<file path="src/rtl/inst_encoder.sv">
// Purpose: packs decoded instruction fields into 32-bit words and streams them to instruction memory at auto-incrementing addresses.
// Latency: a field set accepted at edge N is presented on wr_data/wr_addr right after edge N.
// Backpressure: a DEPTH-entry FIFO absorbs memory stalls; in_ready drops only when the FIFO is full (no pass-through when full).
module inst_encoder #(
   parameter int            DEPTH = 4,
   parameter int            AW    = 8,
   parameter logic [AW-1:0] BASE  = '0
) (
   input  logic                     clk,
   input  logic                     rst_n,
   input  logic                     clear,
   input  logic                     in_valid,
   output logic                     in_ready,
   input  logic [5:0]               opcode,
   input  logic [4:0]               rd,
   input  logic [4:0]               rs,
   input  logic [4:0]               rt,
   input  logic [4:0]               shift,
   input  logic [5:0]               func,
   output logic                     out_valid,
   input  logic                     out_ready,
   output logic [31:0]              wr_data,
   output logic [AW-1:0]            wr_addr,
   output logic [$clog2(DEPTH):0]   count,
   output logic                     wrap
);

   localparam int PW = $clog2(DEPTH);
   localparam int CW = PW + 1;

   logic [31:0]   mem [DEPTH];
   logic [PW-1:0] wr_ptr;
   logic [PW-1:0] rd_ptr;
   logic [31:0]   word;
   logic          push;
   logic          pop;

   // Field layout mirrors the decoder: opcode high, func low, no field validation.
   assign word = {opcode, rd, rs, rt, shift, func};

   // Handshake terms depend only on registered occupancy, so in_ready never follows out_ready.
   assign in_ready  = (count != CW'(DEPTH));
   assign out_valid = (count != '0);
   assign push      = in_valid && in_ready;
   assign pop       = out_valid && out_ready;

   // Head is forced to zero while empty so the port shows a clean value after reset.
   assign wr_data = out_valid ? mem[rd_ptr] : '0;

   // Storage write; contents need no reset because occupancy gates visibility. A clear cycle drops the input.
   always_ff @(posedge clk) begin
      if (push && !clear) begin
         mem[wr_ptr] <= word;
      end
   end

   // Pointers, occupancy, address and sticky wrap; clear outranks push and pop in the same cycle.
   always_ff @(posedge clk or negedge rst_n) begin
      if (!rst_n) begin
         wr_ptr  <= '0;
         rd_ptr  <= '0;
         count   <= '0;
         wr_addr <= BASE;
         wrap    <= 1'b0;
      end else if (clear) begin
         wr_ptr  <= '0;
         rd_ptr  <= '0;
         count   <= '0;
         wr_addr <= BASE;
         wrap    <= 1'b0;
      end else begin
         if (push) begin
            wr_ptr <= wr_ptr + 1'b1;
         end
         if (pop) begin
            rd_ptr  <= rd_ptr + 1'b1;
            wr_addr <= wr_addr + 1'b1;
            if (wr_addr == '1) begin
               wrap <= 1'b1;
            end
         end
         case ({push, pop})
            2'b10:   count <= count + 1'b1;
            2'b01:   count <= count - 1'b1;
            default: count <= count;
         endcase
      end
   end

endmodule

</file>
<file path="config.mk">
export PLATFORM = sky130hd
export DESIGN_NAME = inst_encoder
export DESIGN_NICKNAME = d
export VERILOG_FILES = /design/src/rtl/inst_encoder.sv
export SDC_FILE = /design/constraint.sdc
export NUM_CORES = 1
export LEC_CHECK = 0
export BUFFER_PORTS_ARGS = -buffer_cell sky130_fd_sc_hd__buf_2
export CORE_ASPECT_RATIO = 0.5
export CORE_MARGIN = 4
export CORE_UTILIZATION = 51
export CTS_CLUSTER_DIAMETER = 200
export CTS_CLUSTER_SIZE = 20
export DETAILED_ROUTE_END_ITERATION = 10
export PLACE_DENSITY = 0.85
export SYNTH_ARGS = -nofsm -noshare
export SYNTH_HDL_FRONTEND = slang
export SYNTH_SLANG_ARGS = --single-unit
</file>
<file path="constraint.sdc">
create_clock -name clk -period 2.45 [get_ports clk]
set_clock_uncertainty 0.2 [all_clocks]
set_input_delay 0.1225 -clock clk [delete_from_list [all_inputs] [get_ports clk]]
set_output_delay 0.1225 -clock clk [all_outputs]
set_load 0.03 [all_outputs]
</file>
After elaboration in Yosys (flattened, before gate mapping)
Memories as Yosys holds them, arrays and structs flattened.
Index checks and enable logic that the tools add are counted.
{"block": "word_totals", "ff_bits": 16, "latch_bits": 0, "ram_bits": 128, "mem_bits_ro": 0, "in_bits": 37, "out_inout_bits": 46, "word_cells": 39, "memories": 1}
{"memory": "mem", "depth": 4, "word_bits": 32, "rd": 1, "rd_clocked_by_memory_dff": 0, "wr": 1, "line_no": "31", "rtl": "logic [31:0] mem [DEPTH];"}
{"block": "classes", "add_sub_neg": 5, "multipliers": 0, "n_div": 0, "n_lt_le_gt_ge": 0, "eq_ne": 4, "n_shift": 0, "muxes": 14, "n_bitwise": 0, "n_reduce_logical": 10}
{"cell": "2-to-1 mux 32 bit", "count": 1}
{"cell": "2-to-1 mux 8 bit", "count": 2}
{"cell": "adder 8 x 1 -> 8 bit, second input constant", "count": 1}
{"cell": "== test 8 bit, second input constant", "count": 1}
{"cell": "2-to-1 mux 2 bit", "count": 4}
{"cell": "one-hot mux 3 bit (2 select lines)", "count": 1}
{"cell": "nonzero test 2 bit", "count": 3}
{"cell": "nonzero test 3 bit", "count": 2}
{"cell": "2-to-1 mux 1 bit", "count": 5}
{"cell": "adder 2 x 1 -> 2 bit, second input constant", "count": 2}
{"cell": "adder 3 x 1 -> 3 bit, second input constant", "count": 1}
{"cell": "logical AND 1 bit", "count": 3}
{"cell": "2-to-1 mux 3 bit", "count": 1}
{"cell": "!= test 3 bit, second input constant", "count": 1}
{"cell": "subtractor 3 x 1 -> 3 bit, second input constant", "count": 1}
{"cell": "== test 2 x 1 -> 1 bit, second input constant", "count": 1}
{"cell": "== test 2 bit, second input constant", "count": 1}
{"cell": "AND reduction 2 bit", "count": 1}
{"cell": "zero test 1 bit", "count": 1}

Longest topological paths before layout
Gate-level depths: netlist of run 1.
{"block": "logic_depth", "ltp_word": 5, "mapped_depth": 7, "mapped_depth_nobuf": 6}

Worst setup path after synthesis of run 1
Ideal clock, no wire load.
{"block": "synth_path", "kind": "flip-flop to flip-flop", "start": "register count[0]", "end": "memory mem[2][0], enable pin", "t_arrival_ns": 2.014, "required_ns": 1.858, "slack_ns": -0.156, "stages_incl_launch_ff": 5, "n_path_buf": 1, "period_less_slack_ns": 2.606, "cell_sequence": "dfrtp_1 > buf_2 > nor3b_1 > nor3_1 > and2_1"}
{"block": "synth_via", "elab_chain_cells": 5}
{"item": "from (decl)", "line_no": "24", "rtl": "output logic [$clog2(DEPTH):0] count,"}
{"item": "from (signal assigned)", "line_no": "83", "rtl": "2'b10: count <= count + 1'b1;"}
{"item": "from (signal assigned)", "line_no": "84", "rtl": "2'b01: count <= count - 1'b1;"}
{"item": "from (signal assigned)", "line_no": "85", "rtl": "default: count <= count;"}
{"item": "!= test 3 bit", "line_no": "42", "rtl": "assign in_ready = (count != CW'(DEPTH));"}
{"item": "logical AND 1 bit", "line_no": "44", "rtl": "assign push = in_valid && in_ready;"}
{"item": "logical AND 1 bit", "line_no": "52", "rtl": "if (push && !clear) begin"}
{"item": "2-to-1 mux 1 bit", "line_no": "52"}
{"item": "2-to-1 mux 1 bit (not written as such)", "line_no": "53", "rtl": "mem[wr_ptr] <= word;"}
{"item": "to (decl)", "line_no": "31"}
No other way between the ends.

Worst setup path after layout of run 1
{"block": "layout_path", "start": "register count[1]", "end": "output wr_data[19]"}
{"block": "layout_via", "elab_chain_cells": 2}
{"item": "nonzero test 3 bit", "line_no": "43", "rtl": "assign out_valid = (count != '0);"}
{"item": "2-to-1 mux 32 bit", "line_no": "48", "rtl": "assign wr_data = out_valid ? mem[rd_ptr] : '0;"}
{"item": "to (decl)", "line_no": "22", "rtl": "output logic [31:0] wr_data,"}
No other way between the ends.

==> impl_metrics.csv, run 1 <==
group,metric,value,unit
status,status,"complete, no violations",
sta,finalMaxSlewViolations,0,
cts,clk_pin_slew_worst_paths,0.05,ns
layout,fillCellCount,691,
layout,mostFrequentLayoutCell,"edfxtp_1",
pwr,switchingPower,1.953,mW
pwr,irDropWorstVdd,537.8,uV
sta,rsz0062_at_grt,"no",
pwr,swShare,28.21,%
layout,drive_gt1_share,36.93,%
critical_path,crit_type,"reg2out",
die,coreArea,11110,um^2
sta,slew_headroom,50.75,%
die,initial_core_util,52.67,%
place,place_hpwl,6.807,mm
yosys,synth_warnings,0,
yosys,syn_nets,358,
sta,holdWs,0.2648,ns
layout,layout_common_cells,"edfxtp_1, buf_2, dlygate4sd3_1",
sta,finalCritPeriodShare,96.84,%
detailed_routing,avgRoutedWirePerCell,19.87,um
die,fp.dieW,159.5,um
layout,area_delta_synth_final,28.49,%
yosys,synth_area_per_cell,18.59,um^2
grt,grt_pass1_vias,3483,
die,die_h,83.76,um
pwr,p_clk_share,37.1,%
layout,regArea,4245,um^2
cts,cts_max_path_buffers,2,
grt,grt_max_degree,34,
detailed_routing,vias,3331,
critical_path,crit_arrival,2.05,ns
pwr,total_power,6.923,mW
yosys,yosysSeqAreaShare,72.49,%
cts,numCtsBuffers,17,
layout,multi_input_area,1495,um^2
cts,cts_tree,"yes",
die,io_pins,83,
grt,grt_overflow,0,
pwr,powerDensity,920.4,nW/um^2
sta,worstMarginPinSlew,0.7363,ns
pwr,p_int,4.970,mW
critical_path,crit_fanout,33,
place,io_buffers,82,
grt,grt_antenna_before_repair,1,
yosys,synthFlopType,"edfxtp_1",
sta,clock.fmax,421.5,MHz
sta,final-setup-viol-count,0,
cts,cts_sinks,144,
detailed_routing,dr.pass1.iters,4,
sta,hold_viol_final,0,
detailed_routing,drtIter0Drc,241,
yosys,synth_area_leaders,"edfxtp_1, mux4_2, dfrtp_1",
detailed_routing,drtAntennaViolNets,0,
yosys,syn_area,5854,um^2
yosys,synth_edf_count,128,
critical_path,worstSetupStartpointType,"register",
yosys,ys_ff_latch,144,
detailed_routing,finalWirelength,12.10,mm
pwr,seqPwrFrac,41.2,%
yosys,synth_top_area_share,65.66,%
die,rows,27,
grt,grt_pass1_wl,19.47,mm
layout,stdcell_count,609,
critical_path,required,2.13,ns
cts,clk_latency,0.40,ns
detailed_routing,drc_errors,0,
yosys,yosys.area.top_type,"edfxtp_1",
grt,grt_util_all_layers,19.19,%
yosys,synthCells,315,
sta,tns,0,ns
critical_path,end_kind,"output pin",
yosys,ys_types,41,
cts,cts.root.buffer_cell,"clkbuf_16",
yosys,async_flop_share,11.11,%
pwr,leakage,2.734,nW
place,gp_routability_congestion,0.7862,
cts,postCtsSetupBuffers,0,
pwr,comb_power_share,21.7,%
cts,htree_levels,4,
place,placed_cells,538,
min_path,holdCritPathClass,"in2reg",
run,maxCapViolCount,0,
layout,nets,493,
detailed_routing,viasPerCell,5.470,
die,fp.dieArea,13360,um^2
sta,period_minus_slack,2.373,ns
[worst max-delay path: stages (launching register included)]
cell	delay [ns]
dfrtp_1	0.55
or2_2	0.40
nor2_2	0.16
buf_12	0.23
nor2b_1	0.10
buf_2	0.19
[metrics by stage]
stage | setup WS [ns] | util [%] | cell area (um^2)
floorplan | 0.1559 | - | 5859
global placement | 0.3987 | 58.85 | 6541
CTS | 0.09743 | 67.61 | 7515
detailed placement | 0.3168 | 58.85 | 6541
finish | 0.07749 | 67.68 | 7522
global route | 0.01314 | 67.68 | 7522
[per-layer routing]
metal / track usage [%] / vias up / share of wire [%]
met4: 8.346 / 0 / 2.1
met1: 24.91 / 1674 / 41
met3: 4.983 / 25 / 5.6
li1: - / 1512 / -
met5: 0 / - / 0
met2: 31.03 / 120 / 51
[state kept, by name, summed over array words and instances, names as in the netlist]
| register | cells |
|---|---|
| wr_ptr | 2 |
| rd_ptr | 2 |
| count | 3 |
| wrap | 1 |
| mem | 128 |
| wr_addr | 8 |
[logic make-up after synthesis]
| kind of cell | after synthesis | share of synthesized area, % |
|---|---|---|
| simple gates | 72 | 7.330 |
| xor+xnor | 5 | 0.7482 |
| flops | 144 | 72.49 |
| fa+ha+maj | 6 | 1.411 |
| mux | 34 | 12.67 |
| buf+inv | 27 | 2.137 |
| compound gates | 27 | 3.206 |
[cells in the mapped netlist (2+ instances only)]
| master | instances |
|---|---|
| dfrtp_1 | 16 |
| or4_1 | 2 |
| mux4_2 | 32 |
| or3_1 | 4 |
| edfxtp_1 | 128 |
| o31ai_1 | 2 |
| nor2b_1 | 33 |
| xor2_1 | 3 |
| a21oi_1 | 11 |
| xnor2_1 | 2 |
| clkbuf_1 | 4 |
| ha_1 | 5 |
| buf_2 | 10 |
| and2_1 | 5 |
| nand2_1 | 3 |
| nor2_1 | 6 |
| o21ai_0 | 5 |
| inv_1 | 9 |
| nor4_1 | 2 |
| nand3b_1 | 2 |
| nand3_1 | 4 |
| nor3b_1 | 2 |
| nand2b_1 | 5 |
| buf_4 | 3 |
[power by group through the flow]
stage                     logic (mW)  clock network (mW)  registers, mW
after floorplan                 1.01                   0           2.90
after global placement          1.43                   0           2.89
after detailed placement        1.45                   0           2.90
after CTS                       1.51                2.59           2.85
after global routing            1.61                2.71           2.86
final                           1.50                2.57           2.85
[repair_timing]
item | 4_1_cts | 5_1_grt
gates resized for setup | 0 | 1
setup endpoints to repair | 0 | 1
hold buffers | 38 | 0
hold endpoints to repair | 159 | 0
[area by class of cell]
| class | count | area share, % |
|---|---|---|
| Antenna cell | 1 | 0.03327 |
| Clock buffer | 17 | 5.655 |
| Clock inverter | 15 | 2.229 |
| Inverter | 9 | 0.4491 |
| Multi-Input combinational cell | 144 | 19.88 |
| Sequential cell | 144 | 56.44 |
| Tap cell | 145 | 2.412 |
| Timing Repair Buffer | 134 | 12.91 |
[worst paths after layout]
kind                                 startpoint                endpoint  slack [ns]  depth (start not counted)
max                        count[1]$_DFFE_PN0P_             wr_data[19]        0.08                          5
min                                       rd[4]    mem[2][25]$_DFFE_PP_        0.26                          2
max reg2reg                count[2]$_DFFE_PN0P_   wr_ptr[0]$_DFFE_PN0P_        0.27                          5
min reg2reg                    wrap$_DFFE_PN0P_        wrap$_DFFE_PN0P_        0.34                          2
max in group asynchronous                 rst_n   rd_ptr[0]$_DFFE_PN0P_        0.89                          3
min in group asynchronous                 rst_n  wr_addr[5]$_DFFE_PN0P_        0.65                          3
No activity file was read; power rests on OpenSTA's default activity.
==> inputs of run 2 (changes only) <==
Settings changed: CORE_UTILIZATION 51 to 35, PLACE_DENSITY 0.85 to 0.65.
==> run 2 against run 1 <==
- fmax increased by 2.4%
- cell area up 1.7%
- routed wire length decreased by 6.0%
- cell count is 14% higher
- power fell by 0.53%
- sequential share of layout area down 0.97 points
- global-route usage fell by 6.6 points
- die area up 42%
- flip-flop and latch count is the same
- non-clock buffer count increased by 3
- critical path type unchanged
==> impl_metrics.csv, run 2 (same netlist as run 1, synthesis figures left out) <==
group,metric,value,unit
status,status,"complete, no violations",
critical_path,cp_slowest_stage_delay,0.55,ns
sta,clock.fmax,431.5,MHz
sta,hold_viol_final,0,
layout,area_delta_synth_final,30.73,%
place,dp_slack,0.2654,ns
die,fp.dieArea,18990,um^2
sta,finalMaxSlewViolations,0,
critical_path,worstRegToRegCells,4,
sta,tns,0,ns
grt,grt_max_degree,34,
critical_path,r2r-end,"mem[0][12]$_DFFE_PP_",
layout,nets,496,
critical_path,crit_type,"reg2out",
detailed_routing,viasPerCell,4.613,
pwr,powerDensity,899.8,nW/um^2
layout,layout_common_cells,"edfxtp_1, buf_2, dlygate4sd3_1",
cts,htree_levels,4,
critical_path,end_kind,"output pin",
layout,largest_reg_flops,128,
layout,top_register,"mem",
detailed_routing,drc_errors,0,
detailed_routing,dr.pass1.iters,5,
min_path,min_path_cells,3,
sta,rsz0062_at_grt,"no",
pwr,total_power,6.887,mW
sta,holdWs,0.01016,ns
grt,grt_pass1_wl,18.32,mm
cts,cts_max_path_buffers,2,
sta,final-setup-viol-count,0,
sta,worstMarginPinSlew,0.7735,ns
critical_path,crit_arrival,2.00,ns
detailed_routing,vias,3197,
cts,cts_resized,0,
detailed_routing,finalWirelength,11.37,mm
layout,final_util,46.69,%
die,fp.dieW,190.9,um
pwr,irDropWorstVdd,526.6,uV
critical_path,reg2reg_from,"count[0]$_DFFE_PN0P_",
pwr,leakage,2.734,nW
min_path,hold_start,"out_ready",
die,rows,33,
die,coreArea,16390,um^2
layout,fin_area,7654,um^2
place,io_buffers,82,
place,place_hpwl,7.135,mm
cts,cts_sinks,144,
sta,worst_slack,0.1324,ns
cts,clk_pin_slew_worst_paths,0.06,ns
layout,stdcell_count,693,
place,placed_cells,622,
critical_path,crit_fanout,33,
sta,slew_headroom,48.26,%
grt,grt_pass1_vias,3376,
layout,diodes,0,
die,die_h,99.45,um
die,io_pins,83,
detailed_routing,drtAntennaViolNets,0,
layout,drive_gt1_share,36.91,%
detailed_routing,avgRoutedWirePerCell,16.41,um
critical_path,required,2.13,ns
sta,period_minus_slack,2.318,ns
critical_path,r2r_setup_slack,0.22,ns
grt,grt_overflow,0,
critical_path,crit_family,"simple AND/OR/NAND/NOR gates",
grt,grt_antenna_before_repair,0,
layout,fillCellCount,1433,
detailed_routing,drtIter0Drc,164,
place,dpl_cell_area,6684,um^2
run,maxCapViolCount,0,
place,gp_routability_congestion,0.7479,
critical_path,worstPathCellList,"or2_2 > nor2_2 > buf_12 > nor2b_1 > buf_2",
grt,grt_util_all_layers,12.58,%
cts,clk_latency,0.41,ns
die,initial_core_util,35.71,%
min_path,worstHoldEndpoint,"count[0]$_DFFE_PN0P_",
min_path,holdCritPathClass,"in2reg",
cts,numCtsBuffers,17,
layout,mostFrequentLayoutCell,"edfxtp_1",
layout,reg_top3,"mem x128, wr_addr x8, count x3",
critical_path,worstSetupStartpointType,"register",
critical_path,critPathBufInv,2,
cts,cts_tree,"yes",
cts,cts.root.buffer_cell,"clkbuf_16",
critical_path,slowest_stage,"dfrtp_1",
sta,finalCritPeriodShare,94.60,%
==> run 2: cell count changes in the layout (fill, tap and decap cells not counted), sizes merged <==
| cell | before | now |
|---|---|---|
| inv | 11 | 14 |
| buf | 96 | 100 |
| bufinv | 3 | 2 |
| clkinvlp | 1 | 3 |
| clkinv | 9 | 5 |
| dlygate4sd3 | 38 | 37 |
| diode | 1 | 0 |
==> run 2: worst max-delay path by stage <==
stage / cells past startpoint / slack (ns) / endpoint / from
final: 5 / 0.13 / wr_data[0] / count[0]$_DFFE_PN0P_
after global routing: 5 / 0.01 / wr_data[18] / count[0]$_DFFE_PN0P_
after CTS: 4 / 0.07 / wr_data[17] / rd_ptr[0]$_DFFE_PN0P_
after detailed placement: 4 / 0.27 / mem[0][6]$_DFFE_PP_ / count[0]$_DFFE_PN0P_
after global placement: 4 / 0.31 / mem[0][6]$_DFFE_PP_ / count[0]$_DFFE_PN0P_
after floorplan: 6 / 0.16 / count[1]$_DFFE_PN0P_ / count[1]$_DFFE_PN0P_
==> run 2: per-layer routing <==
layer	GRT usage, %	wire length (um)	up-vias
li1	-	-	1515
met1	15.93	4924	1634
met2	21.81	6052	44
met3	3.471	332	4
met4	2.978	60	0
met5	0	0	-
==> run 2: area by class of cell <==
| cell class | instances | area, um^2 | share of cell area [%] |
|---|---|---|---|
| well taps | 227 | 284.0 | 3.711 |
| multi-input cells | 144 | 1490 | 19.47 |
| repair buffers | 137 | 1016 | 13.27 |
| clock buffers | 17 | 425.4 | 5.558 |
| clock inverters | 15 | 158.9 | 2.076 |
| inverters | 9 | 33.78 | 0.4414 |
| flip-flops and latches | 144 | 4245 | 55.47 |
==> run 2: repair_timing <==
item,in CTS,in global routing
hold buffers,37,0
buffers inserted,0,2
setup endpoints to repair,0,2
hold endpoints to repair,159,0
==> run 2: worst reg2reg max path, cell delays in order, from the launching register on <==
cell	delay, ns
dfrtp_1	0.65
nor3b_1	0.17
nor3_1	0.34
and2_2	0.36
buf_12	0.21
==> run 2: power by group <==
part,total [mW],switching [mW],internal (mW)
logic,1.52,0.894,0.622
clock network,2.52,1.00,1.51
registers,2.85,0.0751,2.78
==> inputs of run 3 (changes only) <==
Settings changed: RECOVER_POWER set to 25.
==> run 3 against run 2 <==
- hold slack got worse by 0.0012 ns
- combinational power about the same
- routed wire length about the same
- fmax decreased by 0.21%
- first-iteration DRC count increased by 0.61%
- sequential power about the same
- highest routed layer unchanged
==> impl_metrics.csv, run 3 (same netlist as run 1, synthesis figures left out) <==
group,metric,value,unit
die,initial_core_util,35.71,%
detailed_routing,drtAntennaViolNets,0,
layout,largest_reg_flops,128,
critical_path,end_kind,"output pin",
critical_path,crit_type,"reg2out",
critical_path,worstSetupStartpoint,"count[0]$_DFFE_PN0P_",
critical_path,cp_slowest_stage_delay,0.55,ns
grt,grt_pass1_vias,3376,
layout,stdcell_count,693,
layout,layout_common_cells,"edfxtp_1, buf_2, dlygate4sd3_1",
sta,finalCritPeriodShare,94.80,%
detailed_routing,finalWirelength,11.37,mm
grt,grt_antenna_before_repair,0,
grt,grt_max_degree,34,
detailed_routing,vias,3209,
critical_path,crit_family,"simple AND/OR/NAND/NOR gates",
critical_path,worstPathCellList,"or2_2 > nor2_2 > buf_12 > nor2b_1 > buf_2",
grt,grt_pass1_wl,18.32,mm
cts,cts_sinks,144,
sta,hold_viol_final,0,
die,rows,33,
cts,cts_tree,"yes",
min_path,holdCritPathClass,"in2reg",
sta,slew_headroom,48.29,%
pwr,leakage,2.671,nW
min_path,hold_start,"out_ready",
sta,period_minus_slack,2.323,ns
cts,cts.root.buffer_cell,"clkbuf_16",
critical_path,critPathBufInv,2,
layout,nets,496,
detailed_routing,dr.pass1.iters,5,
critical_path,required,2.13,ns
sta,rsz0062_at_grt,"no",
place,gp_routability_congestion,0.7479,
critical_path,crit_fanout,33,
min_path,worstHoldEndpoint,"count[0]$_DFFE_PN0P_",
detailed_routing,drtIter0Drc,165,
sta,final-setup-viol-count,0,
grt,grt_overflow,0,
detailed_routing,drc_errors,0,
critical_path,worstSetupStartpointType,"register",
place,io_buffers,82,
die,io_pins,83,
grt,grt_util_all_layers,12.58,%
layout,top_register,"mem",
die,coreArea,16390,um^2
sta,tns,0,ns
min_path,min_path_cells,3,
layout,diodes,0,
layout,mostFrequentLayoutCell,"edfxtp_1",
critical_path,r2r-end,"mem[0][12]$_DFFE_PP_",
cts,cts_max_path_buffers,2,
place,placed_cells,622,
detailed_routing,viasPerCell,4.631,
place,place_hpwl,7.135,mm
sta,finalMaxSlewViolations,0,
pwr,powerDensity,902.8,nW/um^2
die,fp.dieArea,18990,um^2
layout,reg_top3,"mem x128, wr_addr x8, count x3",
critical_path,worst-path-stages,5,
cts,htree_levels,4,
critical_path,worstRegToRegCells,4,
critical_path,crit_arrival,2.00,ns
die,die_h,99.45,um
critical_path,r2r_setup_slack,0.21,ns
sta,worstMarginPinSlew,0.7730,ns
cts,clk_latency,0.41,ns
layout,drive_gt1_share,31.97,%
pwr,irDropWorstVdd,526.7,uV
sta,clock.fmax,430.6,MHz
cts,numCtsBuffers,17,
run,maxCapViolCount,0,
status,status,"complete, no violations",
detailed_routing,avgRoutedWirePerCell,16.41,um
die,fp.dieW,190.9,um
critical_path,slowest_stage,"dfrtp_1",
layout,area_delta_synth_final,30.24,%
cts,clk_pin_slew_worst_paths,0.06,ns
critical_path,reg2reg_from,"count[0]$_DFFE_PN0P_",
## run 3: how the worst max path moves through the flow
stage	endpoint	slack [ns]
floorplan	count[1]$_DFFE_PN0P_	0.16
global placement	mem[0][6]$_DFFE_PP_	0.31
detailed placement	mem[0][6]$_DFFE_PP_	0.27
CTS	wr_data[17]	0.07
global route	wr_data[18]	0.01
finish	wr_data[0]	0.13
## run 3: metal layers
layer | vias to the layer above | routed length, um | track usage (%)
met3 | 4 | 317 | 3.471
met2 | 42 | 6031 | 21.81
met4 | 0 | 60 | 2.978
li1 | 1516 | - | -
met1 | 1647 | 4965 | 15.93
met5 | - | 0 | 0
## run 3: worst reg2reg max path, cell delays in order (launching register included)
cell and delay [ns]:
dfrtp_1 0.65, nor3b_1 0.17, nor3_1 0.34, and2_2 0.36, buf_12 0.21
## run 3: layout make-up
cell class	count	area, um^2
multi-input combinational	144	1490
clock buffer	17	425.4
inverter	9	33.78
timing repair buffer	137	987.2
fill	1442	8767
tap	227	284.0
sequential	144	4245
clock inverter	15	158.9
## run 3: report_power, final
part / internal [mW] / switching (mW) / total [mW]
Clock: 1.51 / 1.01 / 2.52
Combinational: 0.617 / 0.895 / 1.51
Sequential: 2.78 / 0.0754 / 2.86
Total: 4.91 / 1.98 / 6.88
## run 3: what timing repair did
item                       CTS  global route
setup buffers                0             2
hold endpoints to repair   159             0
resized for setup            0             0
setup endpoints to repair    0             2
hold buffers                37             0
## run 3: metrics by stage
step | hold WS (ns) | setup slack, ns | power, mW | cell area [um^2] | utilization, %
after floorplan | -0.3731 | 0.1559 | 3.908 | 5859 | -
after global placement | -0.1382 | 0.3055 | 4.377 | 6684 | 40.78
after CTS | 0.002212 | 0.06722 | 6.961 | 7639 | 46.60
final | 0.008944 | 0.1275 | 6.884 | 7625 | 46.52
after detailed placement | -0.1345 | 0.2654 | 4.392 | 6684 | 40.78
after global routing | 0.03258 | 0.01468 | 7.185 | 7625 | 46.52
